$ cat config.mk
export PLATFORM = sky130hd
export DESIGN_NAME = mem_stage_param
export DESIGN_NICKNAME = d
export VERILOG_FILES = /design/src/rtl/mem_stage_pkg.sv /design/src/rtl/mem_stage_dpram.sv /design/src/rtl/mem_stage_param.sv
export SDC_FILE = /design/constraint.sdc
export NUM_CORES = 2
export LEC_CHECK = 0
export CAP_MARGIN = 25
export CORE_MARGIN = 2
export CORE_UTILIZATION = 40
export CTS_BUF_LIST = sky130_fd_sc_hd__clkbuf_16
export CTS_CLUSTER_SIZE = 8
export DETAILED_ROUTE_END_ITERATION = 16
export SYNTH_ARGS = -nofsm -noshare
export SYNTH_HDL_FRONTEND = slang
export SYNTH_SLANG_ARGS = --single-unit
$ cat constraint.sdc
create_clock -name sig_clk -period 5.1 [get_ports sig_clk]
set_clock_uncertainty 0.2 [all_clocks]
set_input_delay 1.275 -clock sig_clk [delete_from_list [all_inputs] [get_ports sig_clk]]
set_output_delay 1.275 -clock sig_clk [all_outputs]
set_load 0.02 [all_outputs]
$ cat src/rtl/mem_stage_pkg.sv
// Shared types and constants for the smolproc memory/write-back stage.
package mem_stage_pkg;

    // EX_sig_ctrl_DM decoded: bit 1 selects load data for write-back, bit 0 stores.
    typedef struct packed {
        logic sel_mem;
        logic write;
    } dm_ctrl_t;

    localparam int DM_WRITE_BIT = 0;
    localparam int DM_SEL_BIT   = 1;
    localparam int NOP_INSTR    = 0;

endpackage

$ cat src/rtl/mem_stage_dpram.sv
// True dual-port RAM: port A is a read-only fetch port with enable, port B is read-first read/write.
// Each port has one registered output, cleared by the synchronous reset; contents are never cleared.
module mem_stage_dpram
    import mem_stage_pkg::*;
#(
    parameter int DATA_W    = 8,
    parameter int ADDR_W    = 8,
    parameter     INIT_FILE = "dedotated_wam.mif"
) (
    input  logic              clk,
    input  logic              rst,
    input  logic              en_a,
    input  logic [ADDR_W-1:0] addr_a,
    output logic [DATA_W-1:0] q_a,
    input  logic              we_b,
    input  logic [ADDR_W-1:0] addr_b,
    input  logic [DATA_W-1:0] d_b,
    output logic [DATA_W-1:0] q_b
);

    localparam int DEPTH = 1 << ADDR_W;

    (* ram_init_file = INIT_FILE *) logic [DATA_W-1:0] mem [0:DEPTH-1];

    always_ff @(posedge clk) begin
        if (rst) begin
            q_a <= DATA_W'(NOP_INSTR);
        end else if (en_a) begin
            q_a <= mem[addr_a];
        end
    end

    // Read-first: the old word is registered while the new word is written.
    always_ff @(posedge clk) begin
        if (rst) begin
            q_b <= '0;
        end else begin
            q_b <= mem[addr_b];
        end
        if (we_b && !rst) begin
            mem[addr_b] <= d_b;
        end
    end

endmodule

$ cat src/rtl/mem_stage_param.sv
// Memory/write-back stage: shared fetch/data RAM, RD_STAGES-deep alignment pipes and write-back mux.
// Optional macro MEM_STAGE_WR_FWD_EN forwards store data to a colliding fetch (write-first on port A).
module mem_stage_param
    import mem_stage_pkg::*;
#(
    parameter int DATA_W     = 8,
    parameter int ADDR_W     = 8,
    parameter int REG_ADDR_W = 2,
    parameter int RD_STAGES  = 1,
    parameter     INIT_FILE  = "dedotated_wam.mif"
) (
    input  logic                  sig_clk,
    input  logic                  sig_rst,
    input  logic [ADDR_W-1:0]     IF_addr_pgm,
    input  logic                  IF_sig_stall,
    output logic [DATA_W-1:0]     ID_EX_data_pgm,
    input  logic                  EX_sig_valid,
    input  logic                  sig_flush,
    input  logic [DATA_W-1:0]     EX_data_result,
    input  logic [DATA_W-1:0]     EX_data_reg,
    input  logic [REG_ADDR_W-1:0] EX_addr_reg,
    input  logic [1:0]            EX_sig_ctrl_DM,
    input  logic                  EX_sig_ctrl_RF,
    output logic [REG_ADDR_W-1:0] RF_addr_write,
    output logic [DATA_W-1:0]     RF_data_write,
    output logic                  RF_sig_ctrl_RF
);

    if (RD_STAGES != 1 && RD_STAGES != 2) begin : g_bad_rd_stages
        $error("mem_stage_param: RD_STAGES must be 1 or 2");
    end

    // An EX slot takes effect only when valid, not flushed and not in reset.
    dm_ctrl_t          dm_ctrl;
    logic              live;
    logic              store_live;
    logic              wb_en_in;
    logic              fetch_en;
    logic [ADDR_W-1:0] dm_addr;
    logic [DATA_W-1:0] ram_q_a;
    logic [DATA_W-1:0] ram_q_b;
    logic [DATA_W-1:0] fetch_word;

    always_comb begin
        dm_ctrl         = '0;
        dm_ctrl.write   = EX_sig_ctrl_DM[DM_WRITE_BIT];
        dm_ctrl.sel_mem = EX_sig_ctrl_DM[DM_SEL_BIT];
    end

    assign live       = EX_sig_valid & ~sig_flush & ~sig_rst;
    assign store_live = live & dm_ctrl.write;
    assign wb_en_in   = live & EX_sig_ctrl_RF;
    assign fetch_en   = ~IF_sig_stall;

    if (DATA_W >= ADDR_W) begin : g_addr_slice
        assign dm_addr = EX_data_result[ADDR_W-1:0];
    end else begin : g_addr_zext
        assign dm_addr = {{(ADDR_W-DATA_W){1'b0}}, EX_data_result};
    end

    mem_stage_dpram #(
        .DATA_W    (DATA_W),
        .ADDR_W    (ADDR_W),
        .INIT_FILE (INIT_FILE)
    ) u_ram (
        .clk    (sig_clk),
        .rst    (sig_rst),
        .en_a   (fetch_en),
        .addr_a (IF_addr_pgm),
        .q_a    (ram_q_a),
        .we_b   (store_live),
        .addr_b (dm_addr),
        .d_b    (EX_data_reg),
        .q_b    (ram_q_b)
    );

`ifdef MEM_STAGE_WR_FWD_EN
    // Collision flag and store data are registered alongside the port-A read and hold with it.
    logic              fwd_hit_q;
    logic [DATA_W-1:0] fwd_data_q;

    always_ff @(posedge sig_clk) begin
        if (sig_rst) begin
            fwd_hit_q  <= 1'b0;
            fwd_data_q <= '0;
        end else if (fetch_en) begin
            fwd_hit_q  <= store_live && (IF_addr_pgm == dm_addr);
            fwd_data_q <= EX_data_reg;
        end
    end

    assign fetch_word = fwd_hit_q ? fwd_data_q : ram_q_a;
`else
    assign fetch_word = ram_q_a;
`endif

    // First alignment stage: matches the RAM's registered port-B output.
    logic                  s1_wb_en;
    logic                  s1_sel;
    logic [REG_ADDR_W-1:0] s1_addr;
    logic [DATA_W-1:0]     s1_result;

    always_ff @(posedge sig_clk) begin
        if (sig_rst) begin
            s1_wb_en  <= 1'b0;
            s1_sel    <= 1'b0;
            s1_addr   <= '0;
            s1_result <= '0;
        end else begin
            s1_wb_en  <= wb_en_in;
            s1_sel    <= dm_ctrl.sel_mem;
            s1_addr   <= EX_addr_reg;
            s1_result <= EX_data_result;
        end
    end

    logic                  al_wb_en;
    logic                  al_sel;
    logic [REG_ADDR_W-1:0] al_addr;
    logic [DATA_W-1:0]     al_result;
    logic [DATA_W-1:0]     al_load;
    logic [DATA_W-1:0]     al_pgm;

    if (RD_STAGES == 2) begin : g_two_stage
        logic                  s2_wb_en;
        logic                  s2_sel;
        logic [REG_ADDR_W-1:0] s2_addr;
        logic [DATA_W-1:0]     s2_result;
        logic [DATA_W-1:0]     s2_load;
        logic [DATA_W-1:0]     s2_pgm;

        always_ff @(posedge sig_clk) begin
            if (sig_rst) begin
                s2_wb_en  <= 1'b0;
                s2_sel    <= 1'b0;
                s2_addr   <= '0;
                s2_result <= '0;
                s2_load   <= '0;
            end else begin
                s2_wb_en  <= s1_wb_en;
                s2_sel    <= s1_sel;
                s2_addr   <= s1_addr;
                s2_result <= s1_result;
                s2_load   <= ram_q_b;
            end
        end

        // Fetch pipe freezes as a whole together with the port-A read.
        always_ff @(posedge sig_clk) begin
            if (sig_rst) begin
                s2_pgm <= DATA_W'(NOP_INSTR);
            end else if (fetch_en) begin
                s2_pgm <= fetch_word;
            end
        end

        assign al_wb_en  = s2_wb_en;
        assign al_sel    = s2_sel;
        assign al_addr   = s2_addr;
        assign al_result = s2_result;
        assign al_load   = s2_load;
        assign al_pgm    = s2_pgm;
    end else begin : g_one_stage
        assign al_wb_en  = s1_wb_en;
        assign al_sel    = s1_sel;
        assign al_addr   = s1_addr;
        assign al_result = s1_result;
        assign al_load   = ram_q_b;
        assign al_pgm    = fetch_word;
    end

    assign ID_EX_data_pgm = al_pgm;
    assign RF_sig_ctrl_RF = al_wb_en;
    assign RF_addr_write  = al_addr;
    assign RF_data_write  = al_sel ? al_load : al_result;

endmodule
==> flow_summary.yaml <==
yosys:
  yosysTopAreaCell: "edfxtp_1"
  synthFlopType: "edfxtp_1"
  synthesis.nets: 5355
  synth_top_area_frac: 0.631
  synth_cells: 5321
  synth_edf_count: 2048
  syn_area_um2: 97400
  yosysSeqAreaShare: 0.637
  yosys_warnings: 0
  syn_area_per_cell_um2: 18.3
  ys_ff_latch: 2076
  ys_types: 77
  synth_area_leaders: "edfxtp_1, mux4_2, mux2i_1, nor2_1, a22oi_1"
  async_flop_share: 0
placed_design:
  post_dp_cell_area_um2: 107000
  io_buffers: 52
  dp_hpwl_um: 292000
  pre_cts_slack_ns: -0.402
  place_congestion: 1.13
clock_network:
  htree_levels: 5
  cts_hold_buf: 0
  cts_setup_buffers: 0
  clk_latency_ns: 0.96
  cts_buffers: 310
  clock-sinks: 2076
  clockBufferDepth: 4
  cts_tree: "yes"
  cts.root.buffer_cell: "clkbuf_16"
  post_cts_resize_count: 0
  path_clk_slew_ns: 0.06
setup_path:
  crit_fanout: 23
  worstSetupStartpointType: "primary input"
  path_class: "primary input to flip-flop"
  required_ns: 5.70
  critPathArrivalTime_ns: 5.41
  cp-end-kind: "flip-flop"
  reg2reg_depth: 9
cells_and_area:
  final_common_cell: "edfxtp_1"
  area_growth_syn_to_layout_pct: 18.1
  fin_util: 0.474
  final_net_count: 6130
  final_cell_mix: "edfxtp_1, mux4_2, buf_4, mux2i_1, nor2_1"
  final_area_um2: 115000
  layout-drive-gt1-share: 0.340
grt:
  grt_overflow: 0
  grt_use_met3: 0.0990
  grtUsageMet2: 0.468
  grt_use_met1: 0.435
  grt_pass1_wl_um: 550000
  grt_pass1_vias: 62543
  track_usage: 0.326
  grt_max_degree: 119
  top_usage_layer: "met2"
  antenna_found_initial: 50
drt:
  vias_per_cell: 6.93
  wl_um: 411000
  dr.pass1.iters: 8
  first_iter_violations: 11527
  ant_nets: 0
  num_vias: 65051
  drt_drc_violations_left: 0
  wire_per_inst_um: 43.8
timing:
  tightest_slew_ns: 1.27
  period_minus_slack_ns: 4.81
  max-slew-margin-rel: 0.152
  layout_setup_ws_ns: 0.291
  period_share: 0.943
  finalHoldViolCount: 0
  holdWs_ns: 0.353
  setup_viol: 0
  fmax_mhz: 208
  finalMaxSlewViolations: 0
  rsz0062_at_grt: "no"
min_path:
  hold_path.class: "flip-flop to flip-flop"
  min_delay_path_depth: 2
die:
  rows: 181
  core_area_um2: 243000
  chipWidth_um: 497
  dieArea_um2: 247000
  initial_core_util: 0.401
  io_pins: 53
  die-height_um: 497
pwr:
  total_power_uw: 40500
  vdd_drop_max_uv: 345
  power.leakage_uw: 0.0380
  p_per_area_nw_per_um2: 352
outcome:
  outcome: "finished, final reports clean"
run:
  maxCapViolations: 0
==> worst max-delay path, stage by stage <==
cell      delay [ns]
buf_8           0.31
buf_12          0.21
buf_4           0.21
mux4_2          0.61
a22oi_1         0.37
o211ai_1        0.47
buf_4           0.31
nor4_2          0.85
buf_4           0.24
nor4b_1         0.27
a31oi_1         0.13
==> state kept, by name, indices dropped and copies added (netlist names) <==
name / cells
RF_addr_write: 2
RF_sig_ctrl_RF: 1
al_result: 8
al_sel: 1
u_ram.mem: 2048
u_ram.q_a: 8
u_ram.q_b: 8
==> power by group <==
| part | switching, uW | internal [uW] |
|---|---|---|
| registers | 52.2 | 18800 |
| logic | 2370 | 1250 |
| clock network | 7240 | 10800 |
==> final cells by class <==
| class | instances | area (um2) |
|---|---|---|
| Clock buffer | 313 | 7830 |
| Fill cell | 20389 | 128000 |
| Inverter | 9 | 41.3 |
| Tap cell | 3202 | 4010 |
| Multi-Input combinational cell | 2805 | 32800 |
| Clock inverter | 65 | 300 |
| Sequential cell | 2076 | 62100 |
| Timing Repair Buffer | 894 | 7910 |
| Antenna cell | 17 | 42.5 |
==> per-layer routing <==
layer / wire, um / vias up
li1: - / 24134
met2: 176000 / 5261
met4: 30000 / 48
met5: 525 / -
met3: 52800 / 1067
met1: 151000 / 34541
==> metrics by stage <==
stage / TNS [ns] / instances
after floorplan: 0 / 5321
after global placement: -1.94 / 8972
after detailed placement: -0.563 / 8985
after CTS: 0 / 9363
after global routing: 0 / 9367
final: 0 / 9381
==> cells by family (layout without fill, tap and decap cells) <==
logic type             Yosys count  after routing  share of synthesized area
and+or+nand+nor                871            871                     0.0407
DFF                           2076           2076                      0.637
buffers and inverters          440           1281                     0.0275
other                            0             17                          0
AOI/OAI and AO/OA              664            664                     0.0482
muxes                         1270           1270                      0.246
==> path summary, 6_finish.rpt <==
check | to | startpoint | slack [ns]
worst max-delay path | u_ram.q_b[4]$_SDFF_PP0_ | EX_data_result[0] | 0.29
worst min-delay path | u_ram.q_a[6]$_SDFFE_PP0N_ | u_ram.q_a[6]$_SDFFE_PP0N_ | 0.35
worst max register to register | u_ram.q_b[4]$_SDFF_PP0_ | u_ram.mem[112][4]$_DFFE_PP_ | 0.92
worst min register to register | u_ram.q_a[6]$_SDFFE_PP0N_ | u_ram.q_a[6]$_SDFFE_PP0N_ | 0.35
==> synth_stat cells (8+ instances only) <==
library cell,instances
dfxtp_1,28
o221ai_1,49
buf_1,33
nor4_1,22
buf_2,132
nand4_1,24
mux4_2,854
a21oi_1,103
a22o_1,20
o2111ai_1,9
o211ai_1,29
or4_1,8
o22ai_1,92
and3_1,14
o21ai_0,48
a2111oi_0,35
buf_8,20
a32oi_1,10
buf_6,48
nand3_1,75
a221oi_1,19
nor2_1,329
a211oi_1,31
nor3_1,63
a22oi_1,148
a31oi_1,27
clkbuf_1,135
nor2b_1,29
mux4_1,32
nand2b_1,15
and2_1,15
mux2_2,24
mux2i_1,356
nand2_1,239
edfxtp_1,2048
a41oi_1,8
buf_4,58
Power figures use the tool's default switching activity.
